`config.mk`:
```
export PLATFORM = sky130hd
export DESIGN_NAME = strhw_msg_sequencer
export DESIGN_NICKNAME = d
export VERILOG_FILES = /design/src/rtl/strhw_common_types.sv /design/src/rtl/strhw_msg_packer.sv /design/src/rtl/strhw_msg_sequencer.sv
export SDC_FILE = /design/constraint.sdc
export NUM_CORES = 2
export LEC_CHECK = 0
export BUFFER_PORTS_ARGS = -buffer_cell sky130_fd_sc_hd__buf_2
export CAP_MARGIN = 0
export CORE_AREA = 3 3 638 640
export CTS_BUF_LIST = sky130_fd_sc_hd__clkbuf_2
export DETAILED_ROUTE_END_ITERATION = 7
export DIE_AREA = 0 0 641 643
export HOLD_SLACK_MARGIN = 0.12
export PLACE_DENSITY_LB_ADDON = 0.05
export RECOVER_POWER = 50
export SLEW_MARGIN = 25
export SYNTH_ARGS = -nofsm -noshare
export SYNTH_HDL_FRONTEND = slang
export SYNTH_SLANG_ARGS = --single-unit
export TNS_END_PERCENT = 10
```
`constraint.sdc`:
```
create_clock -name clk_i -period 33.4 [get_ports clk_i]
set_input_delay 1.67 -clock clk_i [delete_from_list [all_inputs] [get_ports clk_i]]
set_output_delay 1.67 -clock clk_i [all_outputs]
set_load 0.05 [all_outputs]
```
`src/rtl/strhw_common_types.sv`:
```
// ============================================================================
// Module  : strhw_common_types
// Brief   : Shared types and constants for the strhw message/hash datapath.
// Revision: 1.0 - initial release
// ============================================================================
`default_nettype none

package strhw_common_types;

    localparam int BLOCK_BYTES = 64;

    typedef logic [511:0] uint512;
    typedef logic [6:0]   uint7;

    typedef enum logic [1:0] {
        STATE_READY = 2'd0,
        STATE_BUSY  = 2'd1,
        STATE_DONE  = 2'd2,
        STATE_ERROR = 2'd3
    } state_t;

    typedef enum logic [1:0] {
        SEQ_FILL = 2'd0,
        SEQ_FIRE = 2'd1,
        SEQ_WAIT = 2'd2,
        SEQ_OUT  = 2'd3
    } seq_state_t;

    // A 256-bit digest occupies the low half; the upper half is forced to zero.
    function automatic uint512 mask_digest(input uint512 d, input logic hash_size);
        return hash_size ? {256'b0, d[255:0]} : d;
    endfunction

endpackage

`default_nettype wire

```
`src/rtl/strhw_msg_packer.sv`:
```
// ============================================================================
// Module  : strhw_msg_packer
// Brief   : Packs 64-bit message words into a 512-bit block, zeroing invalid
//           bytes and tracking the running byte count.
// Revision: 1.0 - initial release
// ============================================================================
`default_nettype none

module strhw_msg_packer
    import strhw_common_types::*;
(
    input  logic        clk,
    input  logic        rst,
    input  logic        i_clr,
    input  logic        i_wr,
    input  logic [63:0] i_data,
    input  logic [3:0]  i_bytes,
    input  logic        i_last,
    output uint512      o_block,
    output uint7        o_count,
    output uint7        o_count_next
);

    uint512      r_block;
    uint7        r_count;
    logic [3:0]  w_eff;
    logic [63:0] w_masked;

    // Non-final words always carry a full 8 bytes, whatever s_bytes claims.
    always_comb begin
        w_eff = 4'd8;
        if (i_last && (i_bytes < 4'd8)) begin
            w_eff = i_bytes;
        end
        for (int b = 0; b < 8; b++) begin
            w_masked[8*b +: 8] = (4'(b) < w_eff) ? i_data[8*b +: 8] : 8'h00;
        end
    end

    assign o_count_next = r_count + uint7'(w_eff);
    assign o_block      = r_block;
    assign o_count      = r_count;

    // Word slot is count/8: every word before the final one is exactly 8 bytes.
    always_ff @(posedge clk or posedge rst) begin
        if (rst) begin
            r_block <= '0;
            r_count <= '0;
        end else if (i_clr) begin
            r_block <= '0;
            r_count <= '0;
        end else if (i_wr) begin
            r_block[{r_count[5:3], 6'b0} +: 64] <= w_masked;
            r_count                             <= o_count_next;
        end
    end

endmodule

`default_nettype wire

```
`src/rtl/strhw_msg_sequencer.sv`:
```
// ============================================================================
// Module  : strhw_msg_sequencer
// Brief   : Streams message words into 64-byte blocks, drives the hash core
//           one block at a time and returns the final digest.
// Revision: 1.0 - initial release
// ============================================================================
`default_nettype none

module strhw_msg_sequencer
    import strhw_common_types::*;
(
    input  logic        clk_i,
    input  logic        rst_i,
    input  logic        s_valid_i,
    output logic        s_ready_o,
    input  logic [63:0] s_data_i,
    input  logic        s_last_i,
    input  logic [3:0]  s_bytes_i,
    input  logic        hash_size_i,
    output logic        h_valid_o,
    input  logic        h_ready_i,
    output uint512      h_data_o,
    output logic        busy_o,
    output logic        core_trg_o,
    input  state_t      core_state_i,
    output uint512      core_block_o,
    output uint7        core_block_size_o,
    output logic        core_hash_size_o,
    input  uint512      core_hash_i
);

    seq_state_t r_state;
    logic       r_ready;
    logic       r_busy;
    logic       r_trg;
    logic       r_final;
    logic       r_pend_empty;
    logic       r_hash_size;
    logic       r_h_valid;
    uint512     r_h_data;

    uint7       w_count_next;
    logic       w_hs;
    logic       w_full;
    logic       w_core_done;

    assign w_hs        = s_valid_i & r_ready;
    assign w_full      = (w_count_next == uint7'(BLOCK_BYTES));
    assign w_core_done = (r_state == SEQ_WAIT) && (core_state_i == STATE_DONE);

    strhw_msg_packer u_packer (
        .clk          (clk_i),
        .rst          (rst_i),
        .i_clr        (w_core_done),
        .i_wr         (w_hs),
        .i_data       (s_data_i),
        .i_bytes      (s_bytes_i),
        .i_last       (s_last_i),
        .o_block      (core_block_o),
        .o_count      (core_block_size_o),
        .o_count_next (w_count_next)
    );

    always_ff @(posedge clk_i or posedge rst_i) begin
        if (rst_i) begin
            r_state      <= SEQ_FILL;
            r_ready      <= 1'b0;
            r_busy       <= 1'b0;
            r_trg        <= 1'b0;
            r_final      <= 1'b0;
            r_pend_empty <= 1'b0;
            r_hash_size  <= 1'b0;
            r_h_valid    <= 1'b0;
            r_h_data     <= '0;
        end else begin
            r_trg <= 1'b0;
            case (r_state)
                SEQ_FILL: begin
                    r_ready <= 1'b1;
                    if (w_hs) begin
                        if (!r_busy) begin
                            r_hash_size <= hash_size_i;
                        end
                        r_busy <= 1'b1;
                        // Firing straight from the completing handshake keeps trigger latency at one cycle.
                        if (w_full || s_last_i) begin
                            r_ready      <= 1'b0;
                            r_final      <= s_last_i;
                            r_pend_empty <= s_last_i && w_full;
                            r_trg        <= (core_state_i == STATE_READY);
                            r_state      <= SEQ_FIRE;
                        end
                    end
                end
                SEQ_FIRE: begin
                    if (r_trg) begin
                        r_state <= SEQ_WAIT;
                    end else if (core_state_i == STATE_READY) begin
                        r_trg <= 1'b1;
                    end
                end
                SEQ_WAIT: begin
                    if (w_core_done) begin
                        if (!r_final) begin
                            r_ready <= 1'b1;
                            r_state <= SEQ_FILL;
                        end else if (r_pend_empty) begin
                            // Length was a multiple of 64: one more call with an empty block.
                            r_pend_empty <= 1'b0;
                            r_state      <= SEQ_FIRE;
                        end else begin
                            r_h_data  <= mask_digest(core_hash_i, r_hash_size);
                            r_h_valid <= 1'b1;
                            r_state   <= SEQ_OUT;
                        end
                    end
                end
                SEQ_OUT: begin
                    if (h_ready_i) begin
                        r_h_valid <= 1'b0;
                        r_h_data  <= '0;
                        r_busy    <= 1'b0;
                        r_final   <= 1'b0;
                        r_ready   <= 1'b1;
                        r_state   <= SEQ_FILL;
                    end
                end
                default: r_state <= SEQ_FILL;
            endcase
        end
    end

    assign s_ready_o        = r_ready;
    assign busy_o           = r_busy;
    assign core_trg_o       = r_trg;
    assign core_hash_size_o = r_hash_size;
    assign h_valid_o        = r_h_valid;
    assign h_data_o         = r_h_data;

endmodule

`default_nettype wire

```
==> results.md <==
- The run finished, with violations left.
- The checks that failed: max-capacitance violations, max-slew violations.
- The type of the worst min-delay path is register to register.
- TritonCTS built the clock tree.
- The total count of hold-check failures in the final report was 0.
- The area of the core region is 402000 sq um.
- For this run, the top clock speed supported by timing is 62.7 MHz.
- The number of pins exceeding their max-slew limit in the final report was 1838.
- STA classifies the critical path startpoint as an input pin.
- The cell area after technology mapping is 41200 sq um.
- The depth of the CTS H-tree is 5.
- The max-cap check violation count is 24.
- The actual transition at the worst max-transition pin is 9.11 ns.
- The peak fanout along the critical path is 117.
- The flip-flop and latch count after synthesis is 1040.
- The number of different library cells used by synthesis comes to 62.
- The longest clock path from root to sink contains 4 buffers.
- The floorplan step set the die width to 641 um.
- Once layout is complete, the utilization of the core stands at 16.0%.
- The first detailed-routing pass took 5 iterations.
- A synthesized cell averages 9.92 sq um.
- STA classifies the critical path endpoint as an async pin.
- The synthesized netlist net count is 4746.
- The die height is 643 um.
- After detailed routing, the number of remaining DRC violations is 0.
- The die outline area is 412000 sq um.
- The share of final-layout standard cells stronger than drive strength 1 is 32.3%.
- The total I/O pin count is 1624.
- Data on the critical path is required at its endpoint by 35.18 ns.
- The pin count of the biggest net entering global routing is 226.
- The HPWL after detailed placement is 222000 um.
- The worst slew margin relative to its limit is -507%.
- The worst clock skew is 0.219 ns.
- The maximum resistive drop on vdd is 54.2 uV.
- The ratio of routed vias to standard cells is 3.29.
- After synthesis, the cell types taking the most area are dfrtp_1 (63%), nor2_1 (9.5%), a21oi_1 (6.3%).
- Across all hold checks on the routed design, the worst slack comes to 0.476 ns.
- The sum of negative setup slack is 0 ns.
- Summing over every cut layer, the via total after detailed routing is 39800.
- The post-route minimum period is 15.95 ns.
- The clock edge transition at the registers on the reported setup and hold paths is 0.08 ns.
- The number of failing setup endpoints in the final timing report is 0.
- The first global-routing pass estimated 399000 um of wire.
- The class of the most critical setup path is input pin to async pin.
- The most used flip-flop cell after synthesis is dfrtp_1.
- The clock latency at the later pin of the worst-skew pair is 1.92 ns.
- The number of buffers added on ports is 1623.
- The number of flops mapped to enable cells by yosys is 0.
- Global routing consumed, over all layers together, 14.1% of the routing resources.
- The number of clock buffers inserted by TritonCTS is 374.
- After detailed routing, the average wire length per cell comes to 24.9 um.
- The final routed wirelength across all metal layers is 302000 um.
- Setup repair after global routing left no endpoint under its margin.
- The share of the clock period used by the worst path after layout is 47.8%.
- After global routing the overflow that remains totals 0.
- Counting every sink on the clock net gives 1040.
- The count of nets after finishing is 7091.
- The standby leakage power is 0.0329 uW.
- Relative to the synthesized area, the layout overhead comes to 56.5%.
- The starting density of the core is 10.2%.
- The biggest area contributor in the post-synthesis netlist is dfrtp_1.
- The final weighted congestion in routability-driven placement is 0.741.
- After clock tree synthesis, the repair step resized 0 gates.
- For this design the ratio of total power to cell area is 106 nW/um^2.
- The first-iteration detailed-routing DRC count is 1858.
- The number of instances in the synthesized netlist is 4153.
- The number of standard-cell rows in the floorplan is 233.
- Yosys printed 0 warnings.
- The most common cell in the synthesized netlist is nor2_1.
- Data on the critical path arrives at its endpoint at 17.73 ns.
- The share of flip-flops with an asynchronous set or reset after synthesis is 100%.
- The cell chosen for the clock root is clkbuf_2.
- In this run the remaining antenna-violating nets after routing total 0.
- By count the netlist is led by nor2_1 (1041), dfrtp_1 (1040), a21oi_1 (522).
- The initial antenna violation count was 90.
- The via count of the first global-routing pass is 41700.
- The total power consumption of the routed design is 6810 uW.
- The portion of the post-synthesis area used by sequential elements is 63.2%.
- The fraction of post-synthesis cell area in the top cell type by area is 63.2%.
==> what timing repair did <==
| action | in CTS | in global routing |
|---|---|---|
| buffers inserted | 0 | 0 |
| hold endpoints to repair | 834 | 0 |
| hold buffers | 619 | 0 |
==> cells in the final DEF (no fill, tap or decap), drive strengths merged, types with 17 or more instances in the layout <==
master       instances
a21oi              522
diode               52
nand2              346
inv                 17
dlygate4sd3        619
clkinv              56
a22o               256
buf               1580
nand2b             259
clkbuf             653
o21ai              267
nor2              1042
dfrtp             1040
==> area by class of cell <==
type	instances	area (sq um)
timing repair buffer	2298	14600
antenna	52	130
clock buffer	554	2770
multi-input combinational	2779	13800
inverter	5	20.0
tap	5287	6620
clock inverter	76	494
sequential	1040	26000
fill	46000	338000
==> path summary, 6_finish.rpt <==
check | slack (ns) | to | from | depth (start not counted)
max in group clk_i | 18.80 | u_packer.o_block[485] | r_state[0] | 6
worst max register to register | 18.80 | u_packer.o_block[485] | r_state[0] | 6
worst min register to register | 0.48 | h_data_o[198] | h_data_o[198] | 2
worst max-delay path | 17.45 | u_packer.o_block[461] | rst_i | 9
min in group asynchronous | 2.53 | u_packer.o_block[52] | rst_i | 4
worst min-delay path | 0.48 | h_data_o[198] | h_data_o[198] | 2
==> worst max-delay path, cell delays in order <==
cell	delay [ns]
dlygate4sd3_1	0.54
buf_2	0.11
dlygate4sd3_1	0.56
clkinvlp_2	2.73
clkbuf_1	2.61
clkbuf_1	5.33
clkbuf_1	2.43
buf_4	0.79
buf_4	0.70
==> cells by family (layout without fill, tap and decap cells) <==
family | Yosys count | in the layout | share of synthesized area (%)
multiplexers | 2 | 2 | 0.0516
other | 0 | 52 | 0
XOR/XNOR | 6 | 6 | 0.164
adder cells (fa/ha/maj) | 5 | 5 | 0.152
flip-flops | 1040 | 1040 | 63.2
AO/OA/AOI/OAI | 1076 | 1076 | 15.7
AND/OR/NAND/NOR | 1690 | 1690 | 17.4
buffers and inverters | 334 | 2933 | 3.36
==> stage by stage <==
stage / cell area [sq um] / instances / setup slack [ns]
after floorplan: 41200 / 4153 / 2.46
after global placement: 55100 / 10800 / 26.44
after detailed placement: 55200 / 10800 / 26.53
after CTS: 64600 / 12000 / 27.67
after global routing: 64400 / 12100 / 14.74
final: 64500 / 12100 / 17.45
==> state kept, by name, indices dropped and copies added, names as in the netlist <==
register,count
r_state,2
core_hash_size_o,1
s_ready_o,1
h_data_o,512
u_packer.o_count,7
core_trg_o,1
r_final,1
busy_o,1
h_valid_o,1
r_pend_empty,1
u_packer.o_block,512
==> metal layers <==
metal / track usage [%] / share of wire (%) / vias to the layer above
met2: 26.0 / 52 / 1472
met1: 14.6 / 36 / 19000
met4: 3.58 / 2.7 / 34
met3: 5.88 / 9.6 / 490
li1: - / - / 18800
met5: 0 / 0.077 / -
==> report_power, final <==
| group | switching [uW] | internal [uW] | total, uW | leakage (uW) |
|---|---|---|---|---|
| Clock | 726 | 481 | 1210 | 0.00253 |
| Combinational | 2890 | 735 | 3630 | 0.0165 |
| Sequential | 263 | 1720 | 1980 | 0.0139 |
| Total | 3880 | 2930 | 6810 | 0.0329 |
Power figures use the tool's default switching activity.
